[src/rtl/pipeline_stall_sequencer_if.sv]
// pipeline_stall_sequencer_if: hazard flags in, pipeline-register enables/flushes and status out
interface pipeline_stall_sequencer_if #(parameter int CNT_W = 16);
  logic load_use_hazard, branch_taken, jump, mem_req, mem_ready, halt;
  logic PC_Write, IFID_Write, IFID_flush, IDEX_flush, pipe_freeze, mem_timeout_err;
  logic [2:0] state;
  logic [CNT_W-1:0] stall_count;
  modport master(
    output load_use_hazard, branch_taken, jump, mem_req, mem_ready, halt,
    input PC_Write, IFID_Write, IFID_flush, IDEX_flush, pipe_freeze, mem_timeout_err, state, stall_count
  );
  modport slave(
    input load_use_hazard, branch_taken, jump, mem_req, mem_ready, halt,
    output PC_Write, IFID_Write, IFID_flush, IDEX_flush, pipe_freeze, mem_timeout_err, state, stall_count
  );
endinterface

[src/rtl/pipeline_stall_sequencer.sv]
// pipeline_stall_sequencer: turns hazard flags into same-cycle pipeline enables/flushes for the 5-stage core
module pipeline_stall_sequencer #(
  parameter int LOAD_STALL  = 1,
  parameter int MEM_TIMEOUT = 16,
  parameter int CNT_W       = 16
) (
  input logic clk,
  input logic reset,
  pipeline_stall_sequencer_if.slave bus
);
  typedef enum logic [2:0] {RUN = 3'd0, LU_STALL = 3'd1, MEM_WAIT = 3'd2, HALTED = 3'd3, ERR = 3'd4} state_t;
  state_t state_q, state_d, ret_q, ret_d;
  logic [3:0] lu_cnt_q, lu_cnt_d;
  logic [7:0] timer_q, timer_d;
  logic [CNT_W-1:0] cnt_q, cnt_d;
  logic err_q, err_d;
  logic pcw, ifw, ifl, idf, frz, mem_stall;
  assign mem_stall = bus.mem_req && !bus.mem_ready;
  always_comb begin
    state_d = state_q;
    ret_d = ret_q;
    lu_cnt_d = lu_cnt_q;
    timer_d = timer_q;
    err_d = err_q;
    pcw = 1'b1;
    ifw = 1'b1;
    ifl = 1'b0;
    idf = 1'b0;
    frz = 1'b0;
    unique case (state_q)
      RUN:
        if (mem_stall) begin
          {pcw, ifw, frz} = 3'b001;
          ret_d = RUN;
          timer_d = 8'd1;
          state_d = MEM_WAIT;
        end else if (bus.branch_taken) begin
          {ifl, idf} = 2'b11;
        end else if (bus.load_use_hazard) begin
          {pcw, ifw, idf} = 3'b001;
          if (LOAD_STALL > 1) begin
            lu_cnt_d = 4'(LOAD_STALL - 1);
            state_d = LU_STALL;
          end
        end else if (bus.jump) begin
          ifl = 1'b1;
        end else if (bus.halt) begin
          {pcw, ifw, idf} = 3'b001;
          state_d = HALTED;
        end
      LU_STALL:
        if (mem_stall) begin
          {pcw, ifw, frz} = 3'b001;
          ret_d = LU_STALL;
          timer_d = 8'd1;
          state_d = MEM_WAIT;
        end else begin
          {pcw, ifw, idf} = 3'b001;
          lu_cnt_d = lu_cnt_q - 4'd1;
          state_d = lu_cnt_q == 4'd1 ? RUN : LU_STALL;
        end
      MEM_WAIT:
        if (timer_q == 8'(MEM_TIMEOUT)) begin
          {pcw, ifw, frz} = 3'b001;
          err_d = 1'b1;
          state_d = ERR;
        end else if (!bus.mem_ready) begin
          {pcw, ifw, frz} = 3'b001;
          timer_d = timer_q + {7'd0, timer_q != 8'hff};
        end else begin
          // release cycle replays the return state's pattern without re-evaluating hazards
          {pcw, ifw, idf} = ret_q == LU_STALL ? 3'b001 : 3'b110;
          state_d = ret_q;
        end
      HALTED: {pcw, ifw, idf} = 3'b001;
      ERR: {pcw, ifw, frz} = 3'b001;
      default: state_d = RUN;
    endcase
    cnt_d = (!pcw && state_q inside {RUN, LU_STALL, MEM_WAIT} && cnt_q != '1) ? cnt_q + 1'b1 : cnt_q;
  end
  always_ff @(posedge clk) begin
    if (reset) begin
      state_q <= RUN;
      ret_q <= RUN;
      lu_cnt_q <= '0;
      timer_q <= '0;
      cnt_q <= '0;
      err_q <= 1'b0;
    end else begin
      state_q <= state_d;
      ret_q <= ret_d;
      lu_cnt_q <= lu_cnt_d;
      timer_q <= timer_d;
      cnt_q <= cnt_d;
      err_q <= err_d;
    end
  end
  assign bus.PC_Write = pcw && !reset;
  assign bus.IFID_Write = ifw && !reset;
  assign bus.IFID_flush = ifl || reset;
  assign bus.IDEX_flush = idf || reset;
  assign bus.pipe_freeze = frz && !reset;
  assign bus.state = state_q;
  assign bus.stall_count = cnt_q;
  assign bus.mem_timeout_err = err_q;
endmodule

[src/flat_wrapper.sv]
// flat-port wrapper written by rule: the top's interface ports become plain ports
module pipeline_stall_sequencer_flat 
#(
  parameter int LOAD_STALL  = 1,
  parameter int MEM_TIMEOUT = 16,
  parameter int CNT_W       = 16
)
  (clk, reset, bus_load_use_hazard, bus_branch_taken, bus_jump, bus_mem_req, bus_mem_ready, bus_halt, bus_PC_Write, bus_IFID_Write, bus_IFID_flush, bus_IDEX_flush, bus_pipe_freeze, bus_mem_timeout_err, bus_state, bus_stall_count);
  pipeline_stall_sequencer_if #(.CNT_W(CNT_W)) bus_i ();
  input logic clk;
  input logic reset;
  input wire logic [$bits(bus_i.load_use_hazard)-1:0] bus_load_use_hazard;
  input wire logic [$bits(bus_i.branch_taken)-1:0] bus_branch_taken;
  input wire logic [$bits(bus_i.jump)-1:0] bus_jump;
  input wire logic [$bits(bus_i.mem_req)-1:0] bus_mem_req;
  input wire logic [$bits(bus_i.mem_ready)-1:0] bus_mem_ready;
  input wire logic [$bits(bus_i.halt)-1:0] bus_halt;
  output wire logic [$bits(bus_i.PC_Write)-1:0] bus_PC_Write;
  output wire logic [$bits(bus_i.IFID_Write)-1:0] bus_IFID_Write;
  output wire logic [$bits(bus_i.IFID_flush)-1:0] bus_IFID_flush;
  output wire logic [$bits(bus_i.IDEX_flush)-1:0] bus_IDEX_flush;
  output wire logic [$bits(bus_i.pipe_freeze)-1:0] bus_pipe_freeze;
  output wire logic [$bits(bus_i.mem_timeout_err)-1:0] bus_mem_timeout_err;
  output wire logic [$bits(bus_i.state)-1:0] bus_state;
  output wire logic [$bits(bus_i.stall_count)-1:0] bus_stall_count;
  assign bus_i.load_use_hazard = bus_load_use_hazard;
  assign bus_i.branch_taken = bus_branch_taken;
  assign bus_i.jump = bus_jump;
  assign bus_i.mem_req = bus_mem_req;
  assign bus_i.mem_ready = bus_mem_ready;
  assign bus_i.halt = bus_halt;
  assign bus_PC_Write = bus_i.PC_Write;
  assign bus_IFID_Write = bus_i.IFID_Write;
  assign bus_IFID_flush = bus_i.IFID_flush;
  assign bus_IDEX_flush = bus_i.IDEX_flush;
  assign bus_pipe_freeze = bus_i.pipe_freeze;
  assign bus_mem_timeout_err = bus_i.mem_timeout_err;
  assign bus_state = bus_i.state;
  assign bus_stall_count = bus_i.stall_count;
  pipeline_stall_sequencer #(.LOAD_STALL(LOAD_STALL), .MEM_TIMEOUT(MEM_TIMEOUT), .CNT_W(CNT_W)) u_core (.clk(clk), .reset(reset), .bus(bus_i));
endmodule
[config.mk]
export PLATFORM = sky130hd
export DESIGN_NAME = pipeline_stall_sequencer_flat
export DESIGN_NICKNAME = d
export VERILOG_FILES = /design/src/rtl/pipeline_stall_sequencer_if.sv /design/src/rtl/pipeline_stall_sequencer.sv /design/src/flat_wrapper.sv
export SDC_FILE = /design/constraint.sdc
export NUM_CORES = 1
export LEC_CHECK = 0
export BUFFER_PORTS_ARGS = -buffer_cell sky130_fd_sc_hd__buf_4
export CAP_MARGIN = 10
export CORE_MARGIN = 2
export CORE_UTILIZATION = 60
export DETAILED_ROUTE_END_ITERATION = 10
export GPL_ROUTABILITY_DRIVEN = 0
export GPL_TIMING_DRIVEN = 1
export PLACE_DENSITY = 0.91
export SETUP_SLACK_MARGIN = 0.2
export SLEW_MARGIN = 20
export SYNTH_ARGS = -nofsm -noshare
export SYNTH_HDL_FRONTEND = slang
export SYNTH_SLANG_ARGS = --single-unit
[constraint.sdc]
create_clock -name clk -period 5.5 [get_ports clk]
set_input_delay 0.275 -clock clk [delete_from_list [all_inputs] [get_ports clk]]
set_output_delay 0.275 -clock clk [all_outputs]
set_load 0.02 [all_outputs]
==> run metrics <==
vias in the first global route approximately 1,500; Max clock buf depth 2; Clock Power Share 29.0%; Overflow after GRT 0; TritonRoute pass-1 iters 4; Sink Count 33; CTS tree yes; Port-buffer cells 32; Synth Cell Area ~1900 µm²; status complete, no violations; antenna cells 0; top post-synthesis cells by count dfxtp_1, nor2_1, a21oi_1; DR vias/cell about 5.9; Switch Pwr 0.1511 mW; num rows 20; Die W just over 60 µm; Comb pwr share between 10% and 20%; insertion delay to the later sink of the worst-skew pair about 350 ps; worst hold path type primary input to flip-flop; detailed-route via count roughly 1,800; final wirelength around 4.2 mm; post-synthesis sequential area ratio between 30% and 40%; worst r2r src u_core.bus.state[1]; CP arrival between 2000 and 3000 ps; Switching Share a little under a third; CTS root buffer clkbuf_4; worst-margin pin slew between 800 and 900 ps; startpoint types flip-flop; Async SR Flop Fraction 0%; FF-to-FF path depth 5; initial antenna violation count 0; P_int between 0.3 and 0.4 mW; Avg WL per Cell 14.06 µm; fmax ~0.36 GHz; largest net degree at the start of global routing 39; Setup TNS 0 ps; Post-synth EDFFs 0; final setup violation count 0; CTS H-tree depth 2; part of the power in registers between 50% and 60%; Synth warnings 0; hold endpoint u_core.bus.mem_timeout_err; top-count cell post-synth dfxtp_1; synthesis-to-layout area growth 14.84%; fin crit period between 2000 and 3000 ps; Syn Nets around 240; Final Hold Viols 0; DR DRC count 0; Yosys top cell area share 34.22%; Synth Flop Type dfxtp_1; RSZ-0062 raised after global routing false; reg2reg end u_core.bus.stall_count[2]; Final Cycle Share 50.51%; flop-to-flop setup slack 3050 ps; Initial Util 63.24%; Synth Register Bits 33; Synth area leader dfxtp_1; Tot GR Track Use 24.64%; die area about 3700 µm²; CTS Buf Count 5; Iteration-0 DRC Markers between 100 and 150; Relative slew margins around 43%; Power Dens Cells roughly 220 nW/µm²; synth top area cells dfxtp_1, nor2_1, a21oi_1, ha_1, xor2_1; VDD IR max between 0.00015 and 0.0002 V; HP Start reset; post-synthesis average cell area approximately 8.4 µm²; Setup Skew ~6.3 ps; CP Max Fanout 16; Final Net Count between 200 and 300; Design Power about 0.50 mW; final slew viol count 0; number of I/O pins 33; max_cap viols 0; clk slew on worst S/H paths 90 ps; Leak 0.8396 nW; Netlist cell types 49; postcts setup bufs 0; first-pass GRT wire length between 6 and 7 mm; DIE HEIGHT between 60 and 70 µm; Antenna Violating Nets Remaining 0; cell count after synthesis 230; HPWL Detailed between 2 and 3 mm; cell count of the worst hold path 2; critical path class flip-flop to primary output; core area 3053 µm²; layout cells sized above 1 19.53%; Worst Setup End Kind primary output; final hold slack about 340 ps; critical path data required time 5220 ps; # hold bufs at CTS 0; Gates resized, CTS repair 0
-- worst max-delay path, cell delays in order (launching register included) --
cell and delay [ps]:
dfxtp_1 600, or3b_1 480, a2111oi_2 480, a21oi_1 140, a21oi_1 260, buf_4 190
-- cells by family (layout without fill, tap and decap cells) --
logic type      Yosys count  in the layout  synth area share, %
mux                       6              6                3.370
compound gates           52             52                19.38
flops                    33             33                34.22
buf+inv                  19             45                4.471
simple gates            106            106                31.24
fa+ha+maj                 5              5                3.240
xor+xnor                  9              9                4.083
-- sequential cells by signal, summed over array words and instances, names as in the netlist --
name and cells:
u_core.timer_q 8, u_core.bus.stall_count 16, u_core.bus.mem_timeout_err 1, u_core.bus.state 3
u_core.ret_q 1, u_core.lu_cnt_q 4
-- cells in the final DEF (no fill, tap or decap), types with 3 or more instances in the layout --
cell and n:
mux2_2 4, nand4_1 4, o41ai_1 3, nor3_1 10, nand2_1 11, clkbuf_4 5, buf_4 32, or4_1 7
and3_1 4, inv_1 6, and4_1 4, nor2b_1 6, a21oi_1 17, ha_1 5, a21o_1 4, nand2b_1 7
nand3_1 10, nor4_1 4, xor2_1 7, o31ai_1 7, a211oi_1 4, dfxtp_1 33, nor2_1 29
-- worst max-delay path by stage --
stage | start | endpoint | slack [ps]
after floorplan | u_core.bus.state[1] | bus_PC_Write | 3110
after global placement | u_core.bus.state[1] | u_core.bus.stall_count[4] | 3160
after detailed placement | u_core.bus.state[1] | u_core.bus.stall_count[2] | 3090
after CTS | u_core.bus.state[1] | bus_PC_Write | 2730
after global routing | u_core.bus.state[1] | bus_PC_Write | 2560
final | u_core.bus.state[1] | bus_PC_Write | 2720
-- power by group through the flow --
stage | Clock, mW | Sequential, mW | Combinational [mW]
floorplan | 0 | 0.267 | 0.0663
global placement | 0 | 0.266 | 0.0884
detailed placement | 0 | 0.266 | 0.0912
CTS | 0.149 | 0.261 | 0.0913
global route | 0.156 | 0.262 | 0.101
finish | 0.144 | 0.261 | 0.0914
-- routing by layer --
metal	vias to the layer above	track usage, %	share of wire (%)
met5	-	0	0
met4	0	11.49	1.1
met3	4	7.463	5.6
met2	48	37.94	46
met1	811	31.67	47
li1	909	-	-
-- area by class of cell --
class | count | area (µm²)
repair buffers | 32 | 240.2
inverters | 6 | 22.52
fillers | 260 | 835.8
multi-input cells | 178 | 1184
clock buffers | 7 | 55.05
flip-flops and latches | 33 | 660.6
well taps | 44 | 55.05
-- stage by stage --
stage                     cells  cell area [µm²]  util, %  worst slack [ps]
final                       300             2217    72.62              2722
after global routing        300             2217    72.62              2555
after floorplan             230             1931        -              3110
after detailed placement    293             2162    70.82              3091
after global placement      293             2162    70.82              3165
after CTS                   300             2217    72.62              2734
No activity file was read; power rests on OpenSTA's default activity.
